--- src/rtl/pc_control_unit.sv ---
// pc_control_unit
//   Fetch-stage program counter. Picks the next fetch address each time the
//   instruction-memory burst finishes (rlast). The three sources are the
//   sequential address (pc + PC_STEP), a JAL target from decode, and a
//   JALR / taken-branch target from execute. A redirect that arrives while
//   fetch is stalled is held in a one-entry pending slot and applied at the
//   next advance.
//
// Ports
//   clk              in   rising-edge clock
//   rst_n            in   synchronous reset, ACTIVE-HIGH (1 = reset) despite the name
//   jal              in   JAL redirect request from decode
//   jalr_jcond       in   JALR / taken-branch redirect request from execute
//   jal_addr         in   JAL target, only looked at when jal = 1
//   jalr_jcond_addr  in   JALR / branch target, only looked at when jalr_jcond = 1
//   rlast            in   last beat of the current fetch; the PC advances on this
//   pc_addr          out  current fetch address, straight from the PC register
module pc_control_unit #(
  parameter int              XLEN       = 32,
  parameter logic [XLEN-1:0] RESET_ADDR = '0,
  parameter int              PC_STEP    = 4
) (
  input  logic            clk,
  input  logic            rst_n,
  input  logic            jal,
  input  logic            jalr_jcond,
  input  logic [XLEN-1:0] jal_addr,
  input  logic [XLEN-1:0] jalr_jcond_addr,
  input  logic            rlast,
  output logic [XLEN-1:0] pc_addr
);

  localparam logic KIND_JAL  = 1'b0;
  localparam logic KIND_JALR = 1'b1;

  logic [XLEN-1:0] pc_q, pc_d;
  logic            pend_valid_q, pend_valid_d;
  logic            pend_kind_q, pend_kind_d;
  logic [XLEN-1:0] pend_addr_q, pend_addr_d;

  // A held execute-side redirect outranks a fresh JAL: the older branch
  // resolved in execute is the one that is architecturally correct.
  logic pend_jalr;
  logic pend_jal;
  assign pend_jalr = pend_valid_q && (pend_kind_q == KIND_JALR);
  assign pend_jal  = pend_valid_q && (pend_kind_q == KIND_JAL);

  always_comb begin
    pc_d         = pc_q;
    pend_valid_d = pend_valid_q;
    pend_kind_d  = pend_kind_q;
    pend_addr_d  = pend_addr_q;

    if (rlast) begin
      // Target selection uses if/else so an X on an unselected address bus
      // can never leak into the PC.
      if (jalr_jcond) begin
        pc_d = jalr_jcond_addr;
      end else if (pend_jalr) begin
        pc_d = pend_addr_q;
      end else if (jal) begin
        pc_d = jal_addr;
      end else if (pend_jal) begin
        pc_d = pend_addr_q;
      end else begin
        pc_d = pc_q + XLEN'(PC_STEP);  // wraps modulo 2^XLEN
      end
      pend_valid_d = 1'b0;
    end else begin
      if (jalr_jcond) begin
        pend_valid_d = 1'b1;
        pend_kind_d  = KIND_JALR;
        pend_addr_d  = jalr_jcond_addr;
      end else if (jal && !pend_jalr) begin
        // A JAL never displaces a held JALR, but a newer JAL replaces an older one.
        pend_valid_d = 1'b1;
        pend_kind_d  = KIND_JAL;
        pend_addr_d  = jal_addr;
      end
    end
  end

  always_ff @(posedge clk) begin
    if (rst_n) begin
      pc_q         <= RESET_ADDR;
      pend_valid_q <= 1'b0;
      pend_kind_q  <= KIND_JAL;
      pend_addr_q  <= '0;
    end else begin
      pc_q         <= pc_d;
      pend_valid_q <= pend_valid_d;
      pend_kind_q  <= pend_kind_d;
      pend_addr_q  <= pend_addr_d;
    end
  end

  assign pc_addr = pc_q;

endmodule

--- config.mk ---
export PLATFORM = sky130hd
export DESIGN_NAME = pc_control_unit
export DESIGN_NICKNAME = d
export VERILOG_FILES = /design/src/rtl/pc_control_unit.sv
export SDC_FILE = /design/constraint.sdc
export NUM_CORES = 1
export LEC_CHECK = 0
export ABC_AREA = 1
export BUFFER_PORTS_ARGS = -buffer_cell sky130_fd_sc_hd__buf_2
export CORE_AREA = 5 5 98 100
export CTS_CLUSTER_DIAMETER = 150
export DETAILED_ROUTE_END_ITERATION = 12
export DIE_AREA = 0 0 103 105
export PLACE_DENSITY = 0.79
export SLEW_MARGIN = 20
export SYNTH_ARGS = -nofsm -noshare
export SYNTH_HDL_FRONTEND = slang
export SYNTH_SLANG_ARGS = --single-unit
--- constraint.sdc ---
create_clock -name clk -period 2.1 [get_ports clk]
set_clock_uncertainty 0.2 [all_clocks]
set_input_delay 0.105 -clock clk [delete_from_list [all_inputs] [get_ports clk]]
set_output_delay 0.105 -clock clk [all_outputs]
set_load 0.02 [all_outputs]
Yosys cells after proc, flatten, opt, wreduce, memory -nomap -nowiden. Cells that the tools add are included.

$add $sub $neg: 1. Mux-type cells: 10. Bitwise logic cells: 2. Reductions and logical operators: 7.

Operators by type and width (count): 32-bit 2-to-1 mux (6); 32-bit by 3-bit adder with 32-bit output, second input constant (1); 1-bit 2-to-1 mux (4); 1-bit logical AND (3); 1-bit NOT (2); 2-bit AND reduction (1); 2-bit nonzero test (1); 2-bit OR reduction (1); 1-bit zero test (1).

Register bits after elaboration: 66. Output and inout port bits: 32.

Depth between registers and ports, before layout.
Depth after elaboration: 6. Depth in mapped cells: 12. Gate-level depth less buffers: 12.

Worst setup path after synthesis. No wires, ideal clock.

Path type: flip-flop to flip-flop. Start: register pc_q[2], in the netlist pc_addr[2]. End: register pc_q[24], in the netlist pc_addr[24]. Library setup time: 120 ps. Arrival: 1517 ps. Data required time: 1780 ps. Slack: 264 ps. Cell stages (with the launch flop): 13. Path buffers: 0. Period minus slack after synthesis: 1836 ps. Cell sequence: dfxtp_1 > ha_1 > nand2_1 > nor2_4 > nand2_1 > nor2_2 > nand2_1 > nand2_1 > nand3_1 > nand2_1 > nand2_1 > nand2_1 > a21oi_1.

Longest elaborated chain between the ends: 5.

RTL lines: from (decl) (line 36) `logic [XLEN-1:0] pc_q, pc_d;`; from (signal assigned) (line 90) `pc_q <= pc_d;`; 32-bit by 3-bit adder with 32-bit output (line 66) `pc_d = pc_q + XLEN'(PC_STEP);`; 32-bit 2-to-1 mux (line 63) `end else if (pend_jal) begin`; 32-bit 2-to-1 mux (line 61) `end else if (jal) begin`; 32-bit 2-to-1 mux (line 59) `end else if (pend_jalr) begin`; 32-bit 2-to-1 mux (line 57) `if (jalr_jcond) begin`.

No other way between the ends. A chain may end at the register's enable or synchronous reset.

Worst setup path in the final report.
Start: register pc_q[3], in the netlist pc_addr[3]. End: register pc_q[24], in the netlist pc_addr[24].

Same word-level chain as after synthesis.

==> qor.txt <==
# fillers -> 735
Initial Utilization -> 0.536
DRT antenna net count -> 0
Area growth syn-to-layout -> 31.2%
H-tree levels -> 3
commonest cells after routing, fill and taps aside -> 234 x nand2_1, 100 x buf_2, 91 x o21ai_0
# rows -> 34
worst path cell trace -> ha_1, nand2_1, nor2_4, nand2_1, nor2_2, nand2_1, nand2_1, nand3_1, nand2_1, nand2_1, nand2_1, a21oi_1
HPWL after detailed placement -> 10,500 um
CTS tree -> yes
Critical Path Max Stage Delay -> 0.39 ns
GRT Util Overall -> 0.293
most common library cell in the layout ignoring fill and taps -> nand2_1
max-cap violations -> 0
first-pass GRT wire length -> 26,000 um
antenna cells -> 0
CTS Buf Count -> 9
post-route DRC violation count -> 0
min-delay worst type -> in2reg
vias in the first global route -> 5,612
Period minus WS final -> 1.88 ns
Final GP Congestion -> 0.940
layout cells sized above 1 -> 0.168
setup_tns -> 0 ns
core footprint -> 8590 um^2
Leakage -> 2.76 nW
Via Count -> 5,855
Worst Setup SP -> pc_addr[3]
Max clock buf depth -> 2
post-synthesis cell type count -> 32
die area -> 10,800 um^2
Final Max Slew Viols -> 0
Req. time, crit path -> 2.14 ns
clock root buffer -> clkbuf_8
Placement Cell Area -> 5190 um^2
Post-synth EDFFs -> 0
Avg WL per Cell -> 15.3 um
drt pass-1 iters -> 5
final core utilization -> 0.704
outcome -> complete, no violations
IO Pins -> 101
sequential fraction of the synthesis area -> 0.287
CTS sink cnt -> 66
GR Overflow Total -> 0
Top FF cell, synth -> dfxtp_1
Nets -> 999
Post-Route WL -> 16,000 um
average size of a mapped cell -> 5.93 um^2
slack of the critical path -> 0.216 ns
worst-path maximum fanout -> 4
# port buffers -> 100
Via-to-Cell Ratio -> 5.62
VDD IR max -> 0.371 mV
Startpoint Class -> flop
Slew headroom -> 0.715
post-CTS setup buffers -> 0
post-CTS sizing -> 0
CP Class -> reg2reg
CP most frequent cell -> nand2_1
Power Dens Cells -> 574 nW/um^2
Hold Violations, Final -> 0
final setup vio count -> 0
CP Capture Type -> flop
cells after synthesis -> 777
Initial DRC Count -> 421
largest net degree at the start of global routing -> 39
RSZ-0062 raised after global routing -> false
worst slack, placed -> 0.241 ns
initial antenna violation count -> 0
fin crit share -> 0.897
HP Start -> jal_addr[2]
Worst Path Arrival -> 1.92 ns
CTS clk-pin slew, worst paths -> 0.07 ns
Post-Syn Nets -> 847
Clock Latency Late Sink -> 0.35 ns
ys async rst share -> 0
Final Instance Area -> 6050 um^2
worst slew pin tran -> 0.427 ns
Chip Height -> 105 um
CP max-delay cell -> dfxtp_1
number of synthesized register bits -> 66
Yosys warning total -> 0
Fmax -> 531 MHz
r2r startpoint -> pc_addr[3]
Die X -> 103 um
Post-Syn Area -> 4610 um^2
## layer usage
metal	track usage	vias up	part of all wire	wire [um]
li1	-	2839	-	-
met1	0.384	2643	0.42	6680
met2	0.474	314	0.47	7480
met3	0.0553	59	0.085	1350
met4	0.108	0	0.029	458
met5	0	-	0	0
## area by class of cell
| class | count | area [um^2] | share of cell area |
|---|---|---|---|
| clock buffers | 14 | 163 | 0.0269 |
| clock inverters | 2 | 35.0 | 0.00579 |
| repair buffers | 187 | 1340 | 0.222 |
| multi-input cells | 584 | 2750 | 0.454 |
| inverters | 81 | 304 | 0.0503 |
| flip-flops and latches | 66 | 1320 | 0.218 |
| well taps | 108 | 135 | 0.0223 |
## kinds of logic after synthesis
group | synth area share
AND/OR/NAND/NOR | 0.320
adder cells (fa/ha/maj) | 0.00271
buffers and inverters | 0.118
XOR/XNOR | 0.0114
AO/OA/AOI/OAI | 0.261
flip-flops | 0.287
## where the power goes
group	internal [W]	leakage [nW]	switching, W
clock	0.000615	0.101	0.000527
combinational	0.000364	2.11	0.000508
sequential	0.00135	0.548	0.000105
total	0.00233	2.76	0.00114
## sequential cells by signal, summed over array words and instances (netlist names)
| name | count |
|---|---|
| pc_addr | 32 |
| pend_kind_q | 1 |
| pend_addr_q | 32 |
| pend_valid_q | 1 |
## path summary, 6_finish.rpt
kind | slack (ns) | endpoint | cells after the start
max | 0.22 | pc_addr[24] | 12
min | 0.04 | pend_addr_q[2] | 5
max reg2reg | 0.22 | pc_addr[24] | 12
min reg2reg | 0.29 | pend_addr_q[2] | 2
## timing repair
item | CTS | global route
endpoints found under the hold margin | 66 | 0
setup endpoints to repair | 0 | 0
hold buffers | 66 | 0
## Yosys cell counts (2+ instances only)
| master | instances | area, um^2 |
|---|---|---|
| a21oi_1 | 79 | 395 |
| a31oi_1 | 34 | 213 |
| and2_1 | 2 | 12.5 |
| buf_2 | 14 | 70.1 |
| buf_4 | 5 | 37.5 |
| buf_6 | 2 | 22.5 |
| clkbuf_1 | 23 | 86.3 |
| dfxtp_1 | 66 | 1320 |
| inv_1 | 77 | 289 |
| inv_2 | 3 | 11.3 |
| nand2_1 | 234 | 878 |
| nand2_2 | 3 | 18.8 |
| nand2_4 | 3 | 33.8 |
| nand3_1 | 39 | 195 |
| nand3b_1 | 2 | 15.0 |
| nor2_1 | 52 | 195 |
| nor2_2 | 7 | 43.8 |
| nor2_4 | 7 | 78.8 |
| o211ai_1 | 4 | 30.0 |
| o21a_1 | 2 | 15.0 |
| o21ai_0 | 91 | 455 |
| o21ai_1 | 14 | 70.1 |
| xnor2_1 | 4 | 35.0 |
| xor2_1 | 2 | 17.5 |
## metrics by stage
stage,std cells,hold slack [ns],power [W]
final,1042,0.0445,0.00347
after global routing,1042,0.0613,0.00365
after CTS,1042,0.0121,0.00345
after detailed placement,960,0.119,0.00224
after global placement,960,0.109,0.00222
after floorplan,777,-0.0259,0.00196
## critical path: cells and delay by family (launching register included)
family	cells	cell delay (ns)
AOI/OAI and AO/OA	1	0.06
adders and majority gates	1	0.19
DFF	1	0.39
and+or+nand+nor	10	0.93
(Power assumes the default switching activity.)
